$ cat config.mk
export PLATFORM = sky130hd
export DESIGN_NAME = hazard_unit
export DESIGN_NICKNAME = d
export VERILOG_FILES = /design/src/rtl/hazard_unit.sv
export SDC_FILE = /design/constraint.sdc
export NUM_CORES = 1
export LEC_CHECK = 0
export ABC_AREA = 1
export CORE_MARGIN = 2
export CORE_UTILIZATION = 40
export DETAILED_ROUTE_END_ITERATION = 10
export DONT_BUFFER_PORTS = 1
export HOLD_SLACK_MARGIN = 0.15
export MAX_ROUTING_LAYER = met4
export PLACE_DENSITY_LB_ADDON = 0.12
export SYNTH_ARGS = -nofsm -noshare
export SYNTH_HDL_FRONTEND = slang
export SYNTH_SLANG_ARGS = --single-unit
$ cat constraint.sdc
create_clock -name clk_i -period 4.4 [get_ports clk_i]
set_clock_uncertainty 0.1 [all_clocks]
set_input_delay 1.32 -clock clk_i [delete_from_list [all_inputs] [get_ports clk_i]]
set_output_delay 1.32 -clock clk_i [all_outputs]
set_load 0.005 [all_outputs]
$ cat src/rtl/hazard_unit.sv
// Hazard and stall controller for the 5-stage RV32I core: load-use bubbles,
// branch flushes, data-memory freeze with a timeout watchdog, and event counters.
//
//   state    | meaning
//   ---------+---------------------------------------------
//   RUN      | normal operation
//   MEM_WAIT | a data-memory access is outstanding
//   ERROR    | memory timeout seen; frozen until reset
module hazard_unit #(
  parameter int MEM_TIMEOUT = 64
) (
  input  logic        clk_i,
  input  logic        rst_i,
  input  logic [4:0]  RS1addr_i,
  input  logic [4:0]  RS2addr_i,
  input  logic        useRS1_i,
  input  logic        useRS2_i,
  input  logic        ID_EX_MemRead_i,
  input  logic [4:0]  ID_EX_RDaddr_i,
  input  logic        branch_taken_i,
  input  logic        dmem_req_i,
  input  logic        dmem_ready_i,
  output logic        hazard_o,
  output logic        PCWrite_o,
  output logic        IF_IDWrite_o,
  output logic        IF_Flush_o,
  output logic        freeze_o,
  output logic        mem_err_o,
  output logic [15:0] stall_cnt_o,
  output logic [15:0] flush_cnt_o
);

  localparam int WC_W = $clog2(MEM_TIMEOUT + 1);
  localparam logic [WC_W-1:0] WC_LAST = WC_W'(MEM_TIMEOUT - 1);

  typedef enum logic [1:0] {RUN, MEM_WAIT, ERROR} state_t;

  state_t          state, state_nxt;
  logic [WC_W-1:0] wait_cnt;
  logic            memstall, loaduse, in_err;
  logic            freeze_rule, flush_rule, lu_rule, to_err;

  assign memstall = dmem_req_i & ~dmem_ready_i;
  assign loaduse  = ID_EX_MemRead_i & (ID_EX_RDaddr_i != 5'd0) &
                    ((useRS1_i & (RS1addr_i == ID_EX_RDaddr_i)) |
                     (useRS2_i & (RS2addr_i == ID_EX_RDaddr_i)));
  assign in_err   = (state == ERROR);

  // Priority: freeze > flush > load-use stall.
  assign freeze_rule = in_err | memstall;
  assign flush_rule  = ~freeze_rule & branch_taken_i;
  assign lu_rule     = ~freeze_rule & ~branch_taken_i & loaduse;
  assign to_err      = ~in_err & memstall & (wait_cnt == WC_LAST);

  always_comb begin
    hazard_o     = 1'b0;
    PCWrite_o    = 1'b1;
    IF_IDWrite_o = 1'b1;
    IF_Flush_o   = 1'b0;
    freeze_o     = 1'b0;
    if (rst_i) begin
      hazard_o     = 1'b1;
      PCWrite_o    = 1'b0;
      IF_IDWrite_o = 1'b0;
    end else if (freeze_rule) begin
      freeze_o     = 1'b1;
      PCWrite_o    = 1'b0;
      IF_IDWrite_o = 1'b0;
    end else if (flush_rule) begin
      IF_Flush_o   = 1'b1;
      hazard_o     = 1'b1;
    end else if (lu_rule) begin
      hazard_o     = 1'b1;
      PCWrite_o    = 1'b0;
      IF_IDWrite_o = 1'b0;
    end
  end

  always_comb begin
    state_nxt = state;
    if (to_err) begin
      state_nxt = ERROR;
    end else begin
      case (state)
        RUN:      if (memstall) state_nxt = MEM_WAIT;
        MEM_WAIT: if (dmem_ready_i) state_nxt = RUN;
        ERROR:    state_nxt = ERROR;
        default:  state_nxt = RUN;
      endcase
    end
  end

  always_ff @(posedge clk_i) begin
    if (rst_i) begin
      state       <= RUN;
      wait_cnt    <= '0;
      mem_err_o   <= 1'b0;
      stall_cnt_o <= 16'd0;
      flush_cnt_o <= 16'd0;
    end else begin
      state <= state_nxt;
      // In ERROR the watchdog is irrelevant, so it simply holds.
      if (!in_err) begin
        if (memstall) wait_cnt <= wait_cnt + 1'b1;
        else          wait_cnt <= '0;
      end
      if (to_err) mem_err_o <= 1'b1;
      if (((memstall & ~in_err) | lu_rule) && (stall_cnt_o != 16'hFFFF))
        stall_cnt_o <= stall_cnt_o + 16'd1;
      if (flush_rule && (flush_cnt_o != 16'hFFFF))
        flush_cnt_o <= flush_cnt_o + 16'd1;
    end
  end

endmodule

==> results.txt, run 1 <==
- The run finished with clean final reports.
* Pwr Total: 0.678 mW
* Post-Synth XOR/XNOR Area: under 10%
- Iteration-0 DRC Markers: between 70 and 80
* Highest-delay cell along the critical path: sky130_fd_sc_hd__a31oi_1
- Averaged over all synthesized cells, the footprint is approximately 6.3 µm².
- Transition at the pin with the smallest max-transition slack: 635 ps
- Counting every instance in the synthesized netlist gives 391.
- The clock drives 42 sinks.
* Startpoint kind of the worst setup timing path: input pin
* Yosys reg bits: 42
- The worst-case IR drop observed on VDD is roughly 140 µV.
* Site row count: 28
- Post-CTS timing repair inserted 0 buffers for setup.
* Destination of the worst register-to-register timing path: flush_cnt_o[3]$_SDFFE_PP0P_
- Largest net degree at the start of global routing: 32
* Proportion of synthesized chip area in sequential cells: around 34%
- Total congestion overflow: 0
* Final Routed Wirelength: 5.38 mm
- Initial antenna violation count: 0
* Layout Utilization: between 40% and 50%
- After clock tree synthesis, the clock-pin slew on the worst setup and hold paths is ~80 ps.
- In the synthesized netlist, mux cells make up 0% of the area.
* Worst setup path end: hazard_o
- The number of nets in the synthesized netlist is around 420.
- Detailed-placement wirelength estimate: between 3 and 4 mm
* Final GP Congestion: roughly 0.83
* Yosys top cell by area: sky130_fd_sc_hd__dfxtp_1
- Flop-to-flop setup slack: roughly 2300 ps
- After synthesis, the netlist uses 33 different library cells.
* Worst hold-check path type: reg2reg
* Average routed wire per standard cell: around 12 µm
- Headroom to the max-slew limit: 57.5%
- The die is 82.5 µm wide.
- The final-report max-slew violation count came to 0.
* Gate family responsible for the most delay along the worst path: simple AND/OR/NAND/NOR gates
- Fraction of the mapped netlist area in simple logic gates: slightly above 40%
- Busiest layer in global routing: met2
- Of the total synthesized cell area, the portion taken by full adders, half adders and majority gates is roughly 1.5%.
- Number of ports placed on the die boundary: 61
- Count of maximum capacitance violations: 0
* Number of global-route vias before repair: between 2000 and 2500
- In this run the remaining antenna-violating nets after routing total 0.
* Power per Cell Area: approximately 260 nW/µm²
- The number of buffers and inverters on the critical path is 2.
* Ant diodes: 0
- Async set or reset register ratio after synthesis: 0%
- Counting along the longest clock path gives a buffer depth of 2.
- The worst register-to-register path has a depth of 8.
- For this design the static power due to leakage is 1.04 nW.
* Count of hold buffers inserted by post-cts repair: 0
- Among all cell types in the netlist, the one instantiated most often is sky130_fd_sc_hd__nand2_1.
- Setup Viol. Count Final: 0
* Met3 track demand over resource in global routing: 4.13%
- After clock tree synthesis, the repair step resized 0 gates.
- For met2 alone, demand over resource in global routing was between 20% and 30%.
- The most critical setup path has its startpoint at dmem_ready_i.
* Total number of nets in the final design: just over 400
* Port buffer count: 0
- Mapped Area: 2460 µm²
- Relative to the synthesized area, the layout overhead comes to 4.52%.
- Area fraction of the dominant cell type after synthesis: 34.1%
- Across every metal layer, demand over resource in global routing totals ~17%.
- Share of the clock period used by the worst path: a little under 80%
- Type of the setup path with the least slack: in2out
* Compound-gate portion of the synthesized area: between 10% and 20%
- Most frequently used flop master after synthesis: sky130_fd_sc_hd__dfxtp_1
- The die covers 6800 µm².
* Initial Util: between 40% and 50%
- CP max stage delay: 220 ps
- Number of synthesized flops with an enable pin: 0
* Core footprint: around 5900 µm²
- For this run, design rule violations remaining after detail routing come to 0.
* Top cells by count, synth: sky130_fd_sc_hd__nand2_1 (94), sky130_fd_sc_hd__nor2_1 (64), sky130_fd_sc_hd__inv_1 (46)
- Of the cells placed in the final design, the portion with a size suffix greater than 1 is 8.23%.
- STA puts the critical path data arrival time at between 2000 and 2500 ps.
- TNS Setup: 0 ps
- Yosys warning count: 0
- The final hold violation count is 0.
- Counting the buffers created by CTS gives 5.
- Insertion delay of the later-clocked pin in the worst-skew pair: 290 ps
* Crit path cell chain: inv_1, nand2_1, nand2_2, inv_2, nand3_1, nor2_1, nand2_1, a31oi_1
- CP max FO: 4
- Vias: ~2300
- Die height: 82.5 µm
* Number of optimization iterations in the first detailed-route pass: 4
- CTS tree: built
- Final hold analysis gives a worst-case slack of around 370 ps.
* Routed via count divided by cell count: between 4 and 5
* Top cells by area in the synthesized netlist: sky130_fd_sc_hd__dfxtp_1 (34%), sky130_fd_sc_hd__nand2_1 (14%), sky130_fd_sc_hd__nor2_1 (9.8%)
- Highest Clock Rate: 0.288 GHz
- Global-route wire length before repair: 8.89 mm
* Most repeated library cell on the critical path: sky130_fd_sc_hd__nand2_1
* Root Buffer: sky130_fd_sc_hd__clkbuf_8
* CP Capture Type: output port
- Launch instance of the worst register-to-register path: flush_cnt_o[0]$_SDFFE_PP0P_
- The routed design could run at a clock period as short as 3470 ps.
- For the worst setup path, the data required time is a little under 3000 ps.
* RSZ-0062 raised after global routing: no
* GR Layer Usage met1: between 20% and 30%
* Main combinational cell family by area after synthesis: simple AND/OR/NAND/NOR gates
- In this run the number of cells on the critical path is 8.
- Depth of the CTS H-tree: 2
## cell usage in the layout, fill, tap and decap left out, types with 2 or more instances in the layout
cell type and n:
sky130_fd_sc_hd__dfxtp_1 42, sky130_fd_sc_hd__nand3_1 29, sky130_fd_sc_hd__nor2_2 4, sky130_fd_sc_hd__inv_2 7, sky130_fd_sc_hd__a21oi_1 30, sky130_fd_sc_hd__ha_1 3, sky130_fd_sc_hd__nor2_1 64, sky130_fd_sc_hd__nand3_2 4
sky130_fd_sc_hd__xor2_1 2, sky130_fd_sc_hd__nand4_1 3, sky130_fd_sc_hd__clkbuf_1 2, sky130_fd_sc_hd__xnor2_1 2, sky130_fd_sc_hd__inv_1 46, sky130_fd_sc_hd__nand2_1 94, sky130_fd_sc_hd__and3_1 3, sky130_fd_sc_hd__nor3_1 15
sky130_fd_sc_hd__o21ai_0 14, sky130_fd_sc_hd__nand2_2 7, sky130_fd_sc_hd__clkbuf_8 5
## through the flow
stage,worst slack (ps),cells,area [µm²]
after CTS,919,464,2570
after floorplan,892,391,2460
after detailed placement,921,457,2500
after global placement,939,457,2500
after global routing,801,464,2570
final,927,464,2570
## metal layers
layer / vias to the layer above / wire (µm)
met1: 997 / 2730
met3: 5 / 240
li1: 1237 / -
met4: 0 / 49
met2: 37 / 2360
met5: - / 0
## power breakdown
part | switching [mW] | internal, mW
sequential | 0.00529 | 0.384
combinational | 0.0343 | 0.0166
clock | 0.128 | 0.110
## registers in the layout (all words and copies together) (netlist names)
register / count
flush_cnt_o: 16
mem_err_o: 1
wait_cnt: 7
stall_cnt_o: 16
state: 2
## worst min-delay path: cells and delay by family, from the launching register on
kind,cells,cell delay (ps)
DFF,1,300
buffers and inverters,1,70
AOI/OAI and AO/OA,1,60
## area by class of cell
cell class / instances / area, µm²
Fill cell: 641 / 3350
Multi-Input combinational cell: 284 / 1340
Sequential cell: 42 / 841
Inverter: 55 / 211
Tap cell: 75 / 93.8
Clock buffer: 7 / 76.3
Timing Repair Buffer: 1 / 7.51
## worst min-delay path by stage
stage,startpoint,endpoint,slack [ps],depth (start not counted)
after floorplan,wait_cnt[5]$_SDFFE_PP0N_,wait_cnt[5]$_SDFFE_PP0N_,340,2
after global routing,wait_cnt[1]$_SDFFE_PP0N_,wait_cnt[1]$_SDFFE_PP0N_,400,2
final,wait_cnt[5]$_SDFFE_PP0N_,wait_cnt[5]$_SDFFE_PP0N_,370,2
after CTS,wait_cnt[5]$_SDFFE_PP0N_,wait_cnt[5]$_SDFFE_PP0N_,380,2
after detailed placement,wait_cnt[5]$_SDFFE_PP0N_,wait_cnt[5]$_SDFFE_PP0N_,370,2
after global placement,wait_cnt[5]$_SDFFE_PP0N_,wait_cnt[5]$_SDFFE_PP0N_,360,2
## kinds of logic after synthesis
group,Yosys count
AOI/OAI and AO/OA,48
xor gates and xnor gates,4
and+or+nand+nor,229
adders and majority gates,3
buffers and inverters,65
DFF,42
(Power assumes the default switching activity.)
==> inputs of run 2 (changes only) <==
==> constraint.sdc (replaced) <==
create_clock -name clk_i -period 2.95 [get_ports clk_i]
set_clock_uncertainty 0.1 [all_clocks]
set_input_delay 0.885 -clock clk_i [delete_from_list [all_inputs] [get_ports clk_i]]
set_output_delay 0.885 -clock clk_i [all_outputs]
set_load 0.005 [all_outputs]
==> results.txt, run 2 (synthesis results as in run 1) <==
- STA classifies the critical path endpoint as an output port.
- The delay contributed by the slowest stage of the critical path came to 230 ps (about the same).
* Total number of nets in the final design: 417 (+0.48%)
* DRC violation count after routing: 0 (unchanged)
- CP max FO: 4 (unchanged)
- The half-perimeter wire length after placement came to 3.94 mm (+0.46%).
- Most frequent cells in the layout: sky130_fd_sc_hd__nand2_1 (94), sky130_fd_sc_hd__nor2_1 (64), sky130_fd_sc_hd__inv_1 (46)
- The tree is rooted in a sky130_fd_sc_hd__clkbuf_8.
- The total number of vias came to 2273 (-0.13%).
- The ratio of total power to cell area was 422 nW/µm² (+60%).
- Worst vdd ir: 205 µV (+51%)
- Capture endpoint of the worst hold path: wait_cnt[5]$_SDFFE_PP0N_
- In this run the most critical hold path is launched from wait_cnt[5]$_SDFFE_PP0N_.
* Clk slew on worst S/H paths: 70 ps (about the same)
- Switching Share: 22.9% (-1.9 points)
- The number of cell rows came to 28 (unchanged).
- Highest Clock Rate: ~0.38 GHz
* Worst hold path cell count: 2 (unchanged)
- Total routing resource utilization after global routing: 17.2% (+0.19 points)
- Growth of design area from synthesis to finish: 6.35%
- Number of non-filler instances in the completed layout: 467 (+0.65%)
* Iteration-0 DRC Markers: 96 (+23%)
- The utilization after layout was 44.2% (+0.76 points).
- The actual slew at the worst max-slew pin is 571 ps (-64.7 ps).
- The starting density of the core is 41.6% (unchanged).
* Depth of the CTS H-tree: 2 (unchanged)
- Data required time of the worst path: 1970 ps (-1010 ps)
* Highest-delay cell along the critical path: sky130_fd_sc_hd__a31oi_1
- RSZ-0062 raised after global routing: no
- Final Routed Wirelength: 5.35 mm (-0.59%)
* Crit path cell chain: inv_1, nand2_1, nand2_2, inv_2, nand3_1, nor2_1, nand2_1, a31oi_1
* Number of global-route vias before repair: 2092 (+3.6%)
- Post-placement cell area: 2510 µm² (+0.60%)
- Sinks on the clock net: 42 (unchanged)
- The worst path needs about 2600 ps of the cycle, external delays included.
- The worst setup path is of the in2out kind.
* Number of max-slew violations in the final report: 0 (unchanged)
* CTS tree: built
- The global-route wire length before repair is 9.03 mm (+1.5%).
- The final critical path takes up about nine tenths of the cycle.
- Total congestion overflow: 0 (unchanged)
* Cells after DPL: 459 (+0.44%)
- The final weighted congestion in routability-driven placement was 0.865 (+4.2%).
- The final hold violation count is 0 (unchanged).
* Tightest hold margin: 371 ps (-2.82 ps)
- Share of layout cells above drive strength 1: 8.93% (+0.70 points)
- The setup-violating endpoint count in the final report was 0 (unchanged).
- The startpoint identified for the worst register-to-register timing path is flush_cnt_o[0]$_SDFFE_PP0P_.
* Clock buffers created by TritonCTS: 5 (unchanged)
- Counting stages on the worst path, the most repeated cell is sky130_fd_sc_hd__nand2_1.
- Startpoint kind of the worst setup timing path: input pin
* Outcome: complete, no violations
- Headroom to the max-slew limit: 61.8% (+4.3 points)
- The setup slack of the worst register-to-register path came to 840 ps (-1440 ps).
- The post-cts repair resize count was 0 (unchanged).
* Antenna viol nets, final: 0 (unchanged)
- The design internal power came to 0.853 mW (+67%).
* Power spent charging and discharging nets: 0.253 mW (+51%)
- The routed wire length per instance came to 11.5 µm (-1.2%).
- Setup Fix Bufs, Post-CTS: 0 (unchanged)
- Share of total power in combinational logic: 7.1% (-0.4 points)
- The largest registers in the layout are flush_cnt_o x16, stall_cnt_o x16, wait_cnt x7.
- The reported leakage power was 1.06 nW (+2.3%).
* Chip width: 82.5 µm (unchanged)
- The number of buffers between clock root and the deepest sink was 2 (unchanged).
* Core footprint: 5920 µm² (unchanged)
- Count of hold buffers inserted by post-cts repair: 0 (unchanged)
* Sequential share of power: 52.5% (-4.9 points)
- Gate family responsible for the most delay along the worst path: simple AND/OR/NAND/NOR gates
- Initial antenna violation count: 0 (unchanged)
- Post-route cell area: 2620 µm² (+1.7%)
- Arrival time worst endpoint: 1630 ps (-420 ps)
- Area enclosed by the die boundary: 6800 µm² (unchanged)
* TNS Setup: 0 ps (unchanged)
- The count of cell instances traversed by the critical path was 8 (unchanged).
* Buf+Inv Stages, Crit Path: 2 (unchanged)
- The worst register-to-register path ends at flush_cnt_o[3]$_SDFFE_PP0P_.
- Part of the total power dissipated in the clock network: 40.4% (+5.4 points)
- The total inserted antenna cells was 0 (unchanged).
- Number of optimization iterations in the first detailed-route pass: 4 (unchanged)
- The number of ports placed on the die boundary is 61 (unchanged).
- The largest net degree at the start of global routing came to 32 (unchanged).
- The detailed-route vias per instance came to 4.87 (-0.77%).
- The tightest min-delay check is of the reg2reg type.
* Die height: 82.5 µm (unchanged)
- Leading cell type in the layout, fill and taps excluded: sky130_fd_sc_hd__nand2_1
- The depth of the most critical reg-to-reg path is 9 (+1).
- The number of violations of the max-capacitance limit is 0 (unchanged).
* Port buffer count: 0 (unchanged)
- Insertion delay of the later-clocked pin in the worst-skew pair: 280 ps (about the same)
-- run 2: cell types whose count changed in the layout (fill, tap and decap cells not counted), sizes merged --
cell    before  now
buf          1    3
bufinv       0    1
-- run 2: power by group through the flow --
stage          sequential (mW)  combinational [mW]  clock [mW]
2_1_floorplan            0.592              0.0721           0
3_3_place_gp             0.594              0.0779           0
3_5_place_dp             0.594              0.0790           0
4_1_cts                  0.581              0.0790       0.469
5_1_grt                  0.582              0.0921       0.486
6_report                 0.581              0.0783       0.447
-- run 2: final cells by class --
cell class,count,area [µm²]
clock inverter,1,30.0
fill,621,3300
tap,75,93.8
clock buffer,7,76.3
timing repair buffer,3,22.5
sequential,42,841
inverter,55,211
multi-input combinational,284,1340
-- run 2: worst max-delay path by stage --
stage,from,end
3_3_place_gp,dmem_ready_i,hazard_o
2_1_floorplan,rst_i,PCWrite_o
4_1_cts,dmem_ready_i,hazard_o
5_1_grt,ID_EX_RDaddr_i[2],PCWrite_o
6_report,dmem_ready_i,hazard_o
3_5_place_dp,dmem_ready_i,hazard_o
-- run 2: metrics by stage --
step	total power, mW	setup slack (ps)
after global placement	0.672	358
final	1.11	335
after detailed placement	0.673	339
after global routing	1.16	213
after floorplan	0.664	312
after CTS	1.13	336
-- run 2: tightest hold or removal path: cells and delay by family (launching register included) --
family | cells | cell delay [ps]
flops | 1 | 300
buf+inv | 1 | 70
compound gates | 1 | 60
-- run 2: metal layers --
| metal | GRT usage [%] | up-vias | share of wire (%) |
|---|---|---|---|
| met3 | 4.57 | 2 | 4.2 |
| met4 | 4.50 | 0 | 0.49 |
| met2 | 27.7 | 38 | 46 |
| met1 | 21.4 | 985 | 49 |
| li1 | - | 1248 | - |
| met5 | - | - | 0 |
